==> config.mk <==
export PLATFORM = sky130hd
export DESIGN_NAME = mul_seq
export DESIGN_NICKNAME = d
export VERILOG_FILES = /design/src/rtl/mul_seq_pkg.sv /design/src/rtl/mul_seq_ctrl.sv /design/src/rtl/mul_seq.sv
export SDC_FILE = /design/constraint.sdc
export NUM_CORES = 1
export LEC_CHECK = 0
export ABC_CLOCK_PERIOD_IN_PS = 4150
export BUFFER_PORTS_ARGS = -buffer_cell sky130_fd_sc_hd__buf_4
export CAP_MARGIN = 0
export CORE_UTILIZATION = 57
export DETAILED_ROUTE_END_ITERATION = 12
export HOLD_SLACK_MARGIN = 0.03
export PLACE_DENSITY = 0.91
export SLEW_MARGIN = 10
export SYNTH_ARGS = -nofsm -noshare
export SYNTH_HDL_FRONTEND = slang
export SYNTH_SLANG_ARGS = --single-unit
==> constraint.sdc <==
create_clock -name clk -period 4.15 [get_ports clk]
set_clock_uncertainty 0.2 [all_clocks]
set_input_delay 0.415 -clock clk [delete_from_list [all_inputs] [get_ports clk]]
set_output_delay 0.415 -clock clk [all_outputs]
set_load 0.05 [all_outputs]
==> src/rtl/mul_seq_pkg.sv <==
// Shared ALU definitions: default datapath width, multiplier FSM states and
// the MUL opcode that the ALU decoder uses to steer start.
package mul_seq_pkg;

  localparam int unsigned WIDTH_DEF = 32;

  typedef enum logic [1:0] {
    ST_IDLE = 2'd0,
    ST_RUN  = 2'd1,
    ST_DONE = 2'd2
  } mul_state_t;

  localparam logic [3:0] ALU_OP_MUL = 4'd6;

endpackage

==> src/rtl/mul_seq_ctrl.sv <==
// Sequencing for the shift-add multiplier: FSM, iteration counter,
// registered busy/done and load/step/finish strobes to the datapath.
module mul_seq_ctrl
  import mul_seq_pkg::*;
#(
  parameter int unsigned WIDTH = WIDTH_DEF,
  parameter int unsigned CNT_W = $clog2(WIDTH + 1)
) (
  input  logic clk,
  input  logic rst,
  input  logic start,
  output logic busy,
  output logic done,
  output logic load,
  output logic step,
  output logic finish
);

  mul_state_t       state;
  logic [CNT_W-1:0] count;

  // A new request is accepted from IDLE and also from DONE (back-to-back).
  assign load   = start && (state == ST_IDLE || state == ST_DONE);
  assign step   = (state == ST_RUN);
  assign finish = step && (count == CNT_W'(1));

  always_ff @(posedge clk) begin
    if (rst) begin
      state <= ST_IDLE;
      count <= '0;
      busy  <= 1'b0;
      done  <= 1'b0;
    end else begin
      case (state)
        ST_IDLE: begin
          done <= 1'b0;
          if (start) begin
            state <= ST_RUN;
            count <= CNT_W'(WIDTH);
            busy  <= 1'b1;
          end
        end
        ST_RUN: begin
          count <= count - CNT_W'(1);
          if (count == CNT_W'(1)) begin
            state <= ST_DONE;
            busy  <= 1'b0;
            done  <= 1'b1;
          end
        end
        ST_DONE: begin
          done <= 1'b0;
          if (start) begin
            state <= ST_RUN;
            count <= CNT_W'(WIDTH);
            busy  <= 1'b1;
          end else begin
            state <= ST_IDLE;
          end
        end
        default: begin
          state <= ST_IDLE;
          busy  <= 1'b0;
          done  <= 1'b0;
        end
      endcase
    end
  end

endmodule

==> src/rtl/mul_seq.sv <==
// Multi-cycle unsigned shift-add multiplier: one WIDTH+1-bit partial add per
// cycle, product and overflow flag held stable until the next completion.
module mul_seq
  import mul_seq_pkg::*;
#(
  parameter int unsigned WIDTH = WIDTH_DEF
) (
  input  logic             clk,
  input  logic             rst,
  input  logic             start,
  input  logic [WIDTH-1:0] a,
  input  logic [WIDTH-1:0] b,
  output logic             busy,
  output logic             done,
  output logic [WIDTH-1:0] product_lo,
  output logic [WIDTH-1:0] product_hi,
  output logic             ovf
);

  localparam int unsigned CNT_W = $clog2(WIDTH + 1);

  logic             load, step, finish;
  logic [WIDTH-1:0] mcand, acc_hi, acc_lo;
  logic [WIDTH:0]   sum;
  logic [WIDTH-1:0] acc_hi_n, acc_lo_n;

  mul_seq_ctrl #(
    .WIDTH (WIDTH),
    .CNT_W (CNT_W)
  ) u_ctrl (
    .clk    (clk),
    .rst    (rst),
    .start  (start),
    .busy   (busy),
    .done   (done),
    .load   (load),
    .step   (step),
    .finish (finish)
  );

  // Carry out of the partial add becomes the top bit of acc_hi after the shift.
  always_comb begin
    sum = {1'b0, acc_hi};
    if (acc_lo[0]) sum = {1'b0, acc_hi} + {1'b0, mcand};
    {acc_hi_n, acc_lo_n} = {sum, acc_lo[WIDTH-1:1]};
  end

  always_ff @(posedge clk) begin
    if (rst) begin
      mcand      <= '0;
      acc_hi     <= '0;
      acc_lo     <= '0;
      product_lo <= '0;
      product_hi <= '0;
      ovf        <= 1'b0;
    end else begin
      if (load) begin
        mcand  <= a;
        acc_hi <= '0;
        acc_lo <= b;
      end else if (step) begin
        acc_hi <= acc_hi_n;
        acc_lo <= acc_lo_n;
      end
      // Capture the final iteration's result on the edge that enters DONE.
      if (finish) begin
        product_hi <= acc_hi_n;
        product_lo <= acc_lo_n;
        ovf        <= (acc_hi_n != '0);
      end
    end
  end

endmodule

# Word level (Yosys, flattened, before mapping)
# Cells that the tools add are included.
[totals] register_bits=171 inputBits=67 out_inout_bits=67 elab_cells=44
[classes] n_addsub=2 n_eq_ne=6 n_mux=12 bitwise=1 n_reduce_logical=13
[op_table] op="$mux 32" n=2
[op_table] op="$add 32x32->33" n=1
[op_table] op="$mux 33" n=1
[op_table] op="$reduce_bool 32->1" n=1
[op_table] op="$pmux 6 s2" n=1
[op_table] op="$eq 6x1->1 const B" n=1
[op_table] op="$mux 6" n=1
[op_table] op="$pmux 2 s3" n=1
[op_table] op="$reduce_and 2->1" n=3
[op_table] op="$reduce_or 2->1" n=3
[op_table] op="$sub 6x1->6 const B" n=1
[op_table] op="$mux 2" n=2
[op_table] op="$ne 2x2->1 const B" n=2
[op_table] op="$reduce_bool 2->1" n=2
[op_table] op="$mux 1" n=3
[op_table] op="$eq 2x1->1 const B" n=1
[op_table] op="$eq 2x2->1 const B" n=1
[op_table] op="$logic_and 1x1->1" n=2
[op_table] op="$logic_not 2->1" n=1
[op_table] op="$ne 2x1->1 const B" n=1
[op_table] op="$pmux 1 s2" n=1
[op_table] op="$logic_or 1x1->1" n=1
[op_table] op="$not 1->1" n=1

# Depth between registers and ports, before layout
# Gate-level depths: netlist of run 1.
[logic_depth] word_depth=4 depth_mapped=12 mapped_depth_nobuf=12

# Cells and area by module
# A second synthesis of run 1 with hierarchy kept.
[unflattened] hier_cells=997 hier_area_um2=8645.8
[modules_own_cells] module="mul_seq" instances=1 cells_each=946 area_per_inst_um2=8192.9 seq_area_each_um2=3223.1
[modules_own_cells] module="mul_seq_ctrl" instances=1 cells_each=51 area_per_inst_um2=452.9 seq_area_each_um2=200.2

# Least setup slack after synthesis of run 1
# OpenSTA, ideal clock, no wires.
[synth_path] path_type="reg2reg" startpoint="register mcand[0]" endpoint="register ovf" setup_ns=0.134 t_arrival_ns=2.867 t_required_ns=3.816 path_slack_ns=0.949 path_stages_with_launch=13 n_path_buf=0 synth_period_minus_slack_ns=3.201 path_cell_list="dfxtp_1 > ha_1 > fa_1 > a211oi_2 > o211ai_1 > a221o_1 > a21oi_2 > xnor2_1 > or4_1 > o21ai_0 > nand4_1 > nor4_1 > a211oi_1"
[synth_via] elab_chain_len=3
[synth_rtl] item="start, declared" line_no="mul_seq.sv:23" source="logic [WIDTH-1:0] mcand, acc_hi, acc_lo;"
[synth_rtl] item="start signal, assigned" line_no="mul_seq.sv:50" source="mcand <= '0;"
[synth_rtl] item="start signal, assigned" line_no="mul_seq.sv:58" source="mcand <= a;"
[synth_rtl] item="$add 32x32->33" line_no="mul_seq.sv:44" source="if (acc_lo[0]) sum = {1'b0, acc_hi} + {1'b0, mcand};"
[synth_rtl] item="$mux 33" line_no="mul_seq.sv:44"
[synth_rtl] item="$reduce_bool 32->1" line_no="mul_seq.sv:69" source="ovf <= (acc_hi_n != '0);"
[synth_rtl] item="end signal, assigned" line_no="mul_seq.sv:69"
[synth_rtl] item="end, declared" line_no="mul_seq.sv:17" source="output logic ovf"
# Every way passes these cells.
# A chain may end at the register's enable or synchronous reset.

# Worst setup path in the final report of run 1
[layout_path] startpoint="register acc_hi[1]" endpoint="register ovf"
[layout_via] elab_chain_len=3
[layout_rtl] item="start, declared" line_no="mul_seq.sv:23"
[layout_rtl] item="start signal, assigned" line_no="mul_seq.sv:62" source="acc_hi <= acc_hi_n;"
[layout_rtl] item="$add 32x32->33" line_no="mul_seq.sv:44"
[layout_rtl] item="$mux 33 *" line_no="mul_seq.sv:44"
[layout_rtl] item="$reduce_bool 32->1 *" line_no="mul_seq.sv:69"
# Mark *: on every way between the ends. The rest lies on a longest branch, timed or not.

==> results.md, run 1 <==
- The number of nets produced by synthesis is 1,173.
- For this configuration, the core starts out at a cell density of 58.2%.
- The number of enable-type register cells in the synthesized netlist is 0.
- The run finished with clean final reports.
- The worst pin sits at a relative slew slack of 36.5%.
- The share of the synthesized area in the top cell type is 40.6%.
- Dividing the detail-routed wire length by the instance count gives 16.8 um.
- The cell count of the worst hold path is 3.
- The most critical setup path has its startpoint at acc_hi[1].
- The die extent in x is 124 um.
- The setup slack of the most critical reg-to-reg path is 0.50 ns.
- The first global-routing pass estimated 36,800 um of wire.
- Traced cell by cell, the critical path runs through ha_1, a211oi_1, o211ai_1, a31o_1, xor2_1, mux2i_1, nand4_1, a2111oi_2, nand4_1, nor4_1, a211oi_1.
- Dividing the synthesized area by the synthesized cell count gives 7.87 sq um.
- The final-report max-slew violation count is 0.
- The worst register-to-register path has a depth of 11.
- The fraction of layout instances using a drive strength above 1 is 16.5%.
- TritonCTS created 17 clock buffers.
- The max-cap check violation count is 0.
- The number of antenna violations at the first check in global routing is 0.
- The overall routing resource usage is 30.9%.
- The required time at the endpoint of the critical path is 4.21 ns.
- The first detailed-routing pass took 5 iterations.
- The number of resized instances in the post-cts repair step is 0.
- The worst setup path is captured at a flip-flop.
- At the end of routability-driven placement, the weighted congestion stood at 0.951.
- The type of the worst setup path is flip-flop to flip-flop.
- The number of H-tree levels is 4.
- The minimum clock period after layout is 3.65 ns.
- The biggest fanout along the worst timing path is 4.
- The number of library cell types mapped by synthesis is 63.
- Synthesis handed over a netlist of 1,071 instances.
- Setup violations remaining at the end of the flow were counted as 0.
- The sequential cells in the finished layout cover a total of 0.00342 sq mm.
- The die covers 0.0153 sq mm.
- The via count of the first global-routing pass is 7,492.
- The detailed router finished its first iteration with 780 violations.
- The pre-CTS setup slack is 0.579 ns.
- The final wirelength is 22,900 um.
- For this run, the leading register cell type out of synthesis is sky130_fd_sc_hd__dfxtp_1.
- STA puts the critical path data arrival time at 3.71 ns.
- The clock insertion delay at the later pin of the skew report is 0.43 ns.
- The maximum number of pins on one net before global-route repair is 94.
- The number of clock sinks is 171.
- Counting the fill cells in the layout gives 1,157.
- The final layout contains 1,271 nets.
- In this run the core area contains 44 standard-cell rows.
- Using the TritonRoute via totals, the vias-per-cell ratio works out to 5.99.
- The number of register bits inferred by synthesis is 171.
- Summed over all cells, the static leakage comes to 4.04 nW.
- The residual overflow from global routing is 0.
- The synthesized netlist occupies a cell area of 0.00843 sq mm.
- The cell with the most instances after synthesis is sky130_fd_sc_hd__nand2_1.
- The start of the worst register-to-register path is acc_hi[1].
- The worst path meets setup with 0.504 ns of slack.
- The hold path startpoint is a[0].
- From bottom edge to top edge, the die measures 124 um.
- The portion of the post-synthesis area used by sequential elements is 40.6%.
- The total buffers and inverters traversed by the critical path is 0.
- The multi-input logic area is 0.00470 sq mm.
- The async set or reset register ratio after synthesis is 0%.
- The number of warnings reported in the yosys synthesis log is 0.
- The maximum clock path buffer count is 2.
- The area of the placeable core is 0.0145 sq mm.
- The slew at the pin closest to its max-slew limit is 0.953 ns.
- The number of hold buffers added after CTS was 11.
- Adding up every negative setup slack in the final design gives 0 ns.
- The routed layout has 8,173 vias.
- VDD sags by at most 0.337 mV.
- The count of cell instances traversed by the critical path is 11.
- Setup repair after global routing left no endpoint under its margin.
- TritonCTS built the clock tree.
- The root buffer selected by CTS is sky130_fd_sc_hd__clkbuf_16.
- In the post-synthesis netlist, the biggest area contributors are sky130_fd_sc_hd__dfxtp_1, sky130_fd_sc_hd__nand2_1, sky130_fd_sc_hd__a21oi_1.
- The kind of cell adding the most delay to the critical path is compound AO/OA/AOI/OAI gates.
- The number of routed nets with antenna violations is 0.
- The count of antenna diodes in the layout is 0.
- The power density over cell area is 398 mW/mm^2.
- The share of the cycle needed by the critical path after routing is 87.8%.
- The critical path startpoint category is a flip-flop.
- The total of buffers placed on input and output ports is 133.
- Once detailed placement completed, the half-perimeter wirelength came to 15,700 um.
- The kind of path behind the tightest hold check is primary input to flip-flop.
- In this design, the stage delay of the slowest critical-path cell is 0.47 ns.
- In the synthesized netlist, the cells that appear most often are sky130_fd_sc_hd__nand2_1, sky130_fd_sc_hd__dfxtp_1, sky130_fd_sc_hd__nor2_1.
- The achievable clock frequency is 274 MHz.
- The slowest stage of the critical path belongs to the cell sky130_fd_sc_hd__mux2i_1.
- The number of ports placed on the die boundary is 134.
- Summed over all instances, the cell type with the most area after synthesis is sky130_fd_sc_hd__dfxtp_1.
- The number of remaining DRC errors is 0.
- The layout-stage area growth over the synthesis result is 20.8%.
- The number of setup buffers added after CTS is 0.
- The clock-pin slew on the worst setup and hold paths is 0.07 ns.
- The worst slack on hold paths is 0.0366 ns.
- The number of hold-slack violations in the final timing report came to 0.
## power breakdown
group | internal, mW | switching [mW] | leakage (nW)
logic | 0.239 | 0.401 | 2.35
registers | 1.73 | 0.0778 | 1.40
clock network | 0.900 | 0.704 | 0.290
total | 2.87 | 1.18 | 4.04
## state kept, by name, summed over array words and instances, names as in the netlist
| name | flops |
|---|---|
| acc_hi | 32 |
| acc_lo | 32 |
| mcand | 32 |
| ovf | 1 |
| product_hi | 32 |
| product_lo | 32 |
| u_ctrl.busy | 1 |
| u_ctrl.count | 6 |
| u_ctrl.done | 1 |
| u_ctrl.state | 2 |
## metal layers
layer	vias up	global-route usage [%]	part of all wire (%)
met4	0	13.1	3.6
li1	3982	-	-
met2	322	49.4	47
met1	3811	40.4	43
met3	58	6.09	6.8
met5	-	0	0
## metrics by stage
| step | instance area [sq um] | instances | power, mW | util (%) |
|---|---|---|---|---|
| global route | 10200 | 1364 | 4.20 | 70.3 |
| detailed placement | 9480 | 1323 | 2.46 | 65.5 |
| global placement | 9480 | 1323 | 2.44 | 65.5 |
| floorplan | 8430 | 1071 | 2.26 | - |
| finish | 10200 | 1364 | 4.05 | 70.3 |
| CTS | 10200 | 1364 | 4.05 | 70.3 |
## path summary, 6_finish.rpt
kind / to
max reg2reg: ovf
min reg2reg: product_lo[0]
max: ovf
min: mcand[0]
## worst reg2reg max path, delay by kind of cell (launching register included)
kind                     cells  cell delay [ns]
XOR/XNOR                     1             0.16
multiplexers                 1             0.47
adder cells (fa/ha/maj)      1             0.27
AND/OR/NAND/NOR              3             0.73
AO/OA/AOI/OAI                5             1.28
flip-flops                   1             0.39
## logic make-up after synthesis
| group | count (synthesis) | synth area share, % |
|---|---|---|
| simple gates | 442 | 22.2 |
| compound gates | 292 | 23.1 |
| flops | 171 | 40.6 |
| buf+inv | 88 | 3.98 |
| fa+ha+maj | 35 | 5.28 |
| mux | 23 | 2.78 |
| xor+xnor | 20 | 2.08 |
## cell type report
class / count / area share [%]
clock buffer: 17 / 4.18
clock inverter: 13 / 1.62
inverter: 12 / 0.443
multi-input combinational: 812 / 46.1
sequential: 171 / 33.6
tap: 184 / 2.26
timing repair buffer: 155 / 11.7
## cells in the final DEF (no fill, tap or decap), drive strengths merged, types with 4 or more instances in the layout
master | Yosys | final
nand2 | 243 | 243
dfxtp | 171 | 171
buf | 13 | 144
nor2 | 121 | 121
a21oi | 119 | 119
a211oi | 62 | 62
ha | 34 | 34
a311oi | 33 | 33
o21ai | 21 | 21
mux2i | 20 | 20
clkbuf | 63 | 17
inv | 12 | 16
nor3 | 13 | 13
a21o | 13 | 13
xnor2 | 12 | 12
dlygate4sd3 | 0 | 11
nand4 | 8 | 8
xor2 | 8 | 8
nand3 | 8 | 8
nor4 | 8 | 8
o21a | 7 | 7
o31ai | 7 | 7
nand2b | 7 | 7
clkinv | 0 | 7
nor2b | 6 | 6
o211ai | 5 | 5
a31oi | 4 | 4
or4 | 4 | 4
(Power assumes the default switching activity.)
==> run 2: changes to the inputs <==
==> constraint.sdc (replaced) <==
create_clock -name clk -period 4.15 [get_ports clk]
set_clock_uncertainty 0.2 [all_clocks]
set_input_delay 0 -clock clk [delete_from_list [all_inputs] [get_ports clk]]
set_output_delay 0 -clock clk [all_outputs]
set_load 0.05 [all_outputs]
==> run 2 against run 1 <==
Combinational power grew 13%. Die area did not move. Wire length up 12%. Non-clock buffer count is 87 higher. Sequential cell count did not move. Critical path type unchanged.
==> results.md, run 2 (same netlist as run 1, synthesis figures left out) <==
- The total power draw is 4.20 mW.
- The maximum number of pins on one net before global-route repair is 94.
- The layout has 1,005 filler cells.
- Setup violations remaining at the end of the flow were counted as 0.
- The most common cell after layout, fill and taps aside is sky130_fd_sc_hd__nand2_1.
- The number of routed nets with antenna violations is 0.
- The first-pass GRT wire length is 40,600 um.
- TritonCTS built the clock tree.
- The worst slack on hold paths is 0.193 ns.
- Dividing the final minimum period by the clock period gives 89.0%.
- The data arrival time of the critical path is 3.79 ns.
- The max-cap check violation count is 0.
- The biggest fanout along the worst timing path is 4.
- Measured against its own limit, the worst slew margin works out to 34.9%.
- Compared with the post-synthesis result, the final layout area differs by 31.4%.
- The net switching power is 1.30 mW.
- The number of antenna violations at the first check in global routing is 0.
- Of the total power, the clock network draws 39.7%.
- The initial DRC count is 842.
- The worst ir drop on vdd is 0.321 mV.
- The setup slack of the most critical reg-to-reg path is 0.46 ns.
- The final critical-path setup slack is 0.455 ns.
- The congestion estimate from routability-driven global placement came to 0.982.
- Setup repair after global routing left no endpoint under its margin.
- In this run, placement finished with an instance count of 1,323.
- The critical path startpoint category is a flip-flop.
- The post-route non-filler standard cell count is 1,453.
- The clock insertion delay at the later pin of the skew report is 0.45 ns.
- The number of H-tree levels is 4.
- The total overflow left after global routing is 0.
- The required time at the endpoint of the critical path is 4.24 ns.
- The path with the worst hold slack has its endpoint at mcand[6].
- The library cells used most frequently in the layout, excluding fill and tap cells, are sky130_fd_sc_hd__nand2_1, sky130_fd_sc_hd__dfxtp_1, sky130_fd_sc_hd__buf_4.
- The number of ports placed on the die boundary is 134.
- For the pin with the worst max-slew slack, the measured transition is 0.976 ns.
- The worst reg2reg path depth is 12.
- Summed over all nets, the half-perimeter wirelength after detailed placement is 15,500 um.
- The worst setup path is of the flip-flop to flip-flop kind.
- The flow ran to the end, and the final reports show no timing, DRC or antenna violations.
- The number of cell rows is 44.
- 0 antenna diodes ended up in the layout.
- Along the worst hold path, the cell count comes to 4.
- From bottom edge to top edge, the die measures 124 um.
- The final-report max-slew violation count is 0.
- The core region is 0.0145 sq mm.
- During placement, the flow inserted port buffers numbering 133.
- After detailed routing, the number of remaining DRC violations is 0.
- The post-route netlist has 15.5% of its cells at a drive strength greater than 1.
- The pre-CTS setup slack is 0.526 ns.
- The hold path startpoint is a[6].
- The worst setup path is captured at a flip-flop.
- The overall routing resource usage is 34.1%.
- For this configuration, the core starts out at a cell density of 58.2%.
- The analysis attributes to cell leakage a power of 4.45 nW.
- The share of the core filled with cells in the final layout is 76.5%.
- The multi-input combinational cells in the finished layout cover a total of 0.00470 sq mm.
- After detailed routing, the average wire length per cell comes to 17.6 um.
- The number of clock sinks is 171.
- The area of all placed cells without fillers is 0.0111 sq mm.
- The first detailed-routing pass took 5 iterations.
- The via count of the first global-routing pass is 8,320.
- The number of hold-slack violations in the final timing report was 0.
- The reg-to-reg critical path endpoint is ovf.
- The power density over cell area is 379 mW/mm^2.
- The combinational power share is 17.2%.
- In the final layout, flip-flops and latches occupy 0.00342 sq mm.
- The overall die area is 0.0153 sq mm.
- The path class of the tightest hold or removal check is primary input to flip-flop.
- The minimum clock period after layout is 3.69 ns.
- The clock-pin slew on the worst setup and hold paths is 0.07 ns.
- The die extent in x is 124 um.
- The post-place instance area is 0.00948 sq mm.
- The switching power as a share of total power is 31.0%.
- The clock passes through at most 2 buffers.
- The TritonCTS buffer count is 17.
- Of the total power, registers draw 43.0%.
- The via count normalized by instance count is 6.06.
- Setup total negative slack on the finished layout was measured at 0 ns.
- The root buffer selected by CTS is sky130_fd_sc_hd__clkbuf_16.
- Static timing analysis puts the maximum clock frequency at 271 MHz.
- After the last flow step, the layout net total stands at 1,358.
- The total via count in the routed design is 8,799.
- The start of the worst register-to-register path is mcand[0].
- The final wirelength is 25,600 um.
- Cell internal power was estimated by the tool at 2.90 mW.
[run 2: cell types whose count changed in the layout (fill, tap and decap cells not counted), sizes merged]
cell | before | now
bufinv | 2 | 1
clkinv | 7 | 3
clkinvlp | 0 | 1
dlygate4sd3 | 11 | 98
inv | 16 | 22
[run 2: worst max path at each step]
stage,from,end,slack [ns],cells after the start
3_3_place_gp,mcand[0],ovf,0.59,12
5_1_grt,mcand[0],ovf,0.30,12
2_1_floorplan,mcand[0],ovf,0.95,12
6_report,mcand[0],ovf,0.46,12
4_1_cts,mcand[0],ovf,0.51,12
3_5_place_dp,mcand[0],ovf,0.53,12
[run 2: timing repair]
item	4_1_cts	5_1_grt
hold endpoints to repair	91	0
buffers inserted	0	0
hold buffers	98	0
gates resized for setup	0	0
[run 2: cell type report]
type / instances / area share (%)
multi-input combinational: 812 / 42.4
inverter: 12 / 0.407
clock inverter: 15 / 1.75
sequential: 171 / 30.9
clock buffer: 17 / 3.84
tap: 184 / 2.08
timing repair buffer: 242 / 18.6
[run 2: layer usage]
metal	wire length [um]	part of all wire, %	global-route usage [%]
met5	0	0	0
met3	1810	7.0	7.05
met2	12200	48	56.0
met1	10500	41	42.2
met4	1050	4.1	17.3
[run 2: power groups by stage]
stage | Sequential [mW] | Combinational [mW] | Clock, mW
after floorplan | 1.85 | 0.408 | 0
after global placement | 1.84 | 0.609 | 0
after detailed placement | 1.84 | 0.621 | 0
after CTS | 1.80 | 0.702 | 1.67
after global routing | 1.82 | 0.785 | 1.73
final | 1.81 | 0.724 | 1.67
[run 2: critical path: stages (launching register included)]
cell,delay [ns]
sky130_fd_sc_hd__dfxtp_1,0.32
sky130_fd_sc_hd__ha_1,0.24
sky130_fd_sc_hd__fa_1,0.45
sky130_fd_sc_hd__a211oi_2,0.36
sky130_fd_sc_hd__o211ai_1,0.16
sky130_fd_sc_hd__a221o_1,0.34
sky130_fd_sc_hd__a21oi_2,0.16
sky130_fd_sc_hd__xnor2_1,0.09
sky130_fd_sc_hd__or4_1,0.46
sky130_fd_sc_hd__o21ai_0,0.16
sky130_fd_sc_hd__nand4_1,0.18
sky130_fd_sc_hd__nor4_1,0.31
sky130_fd_sc_hd__a211oi_1,0.11
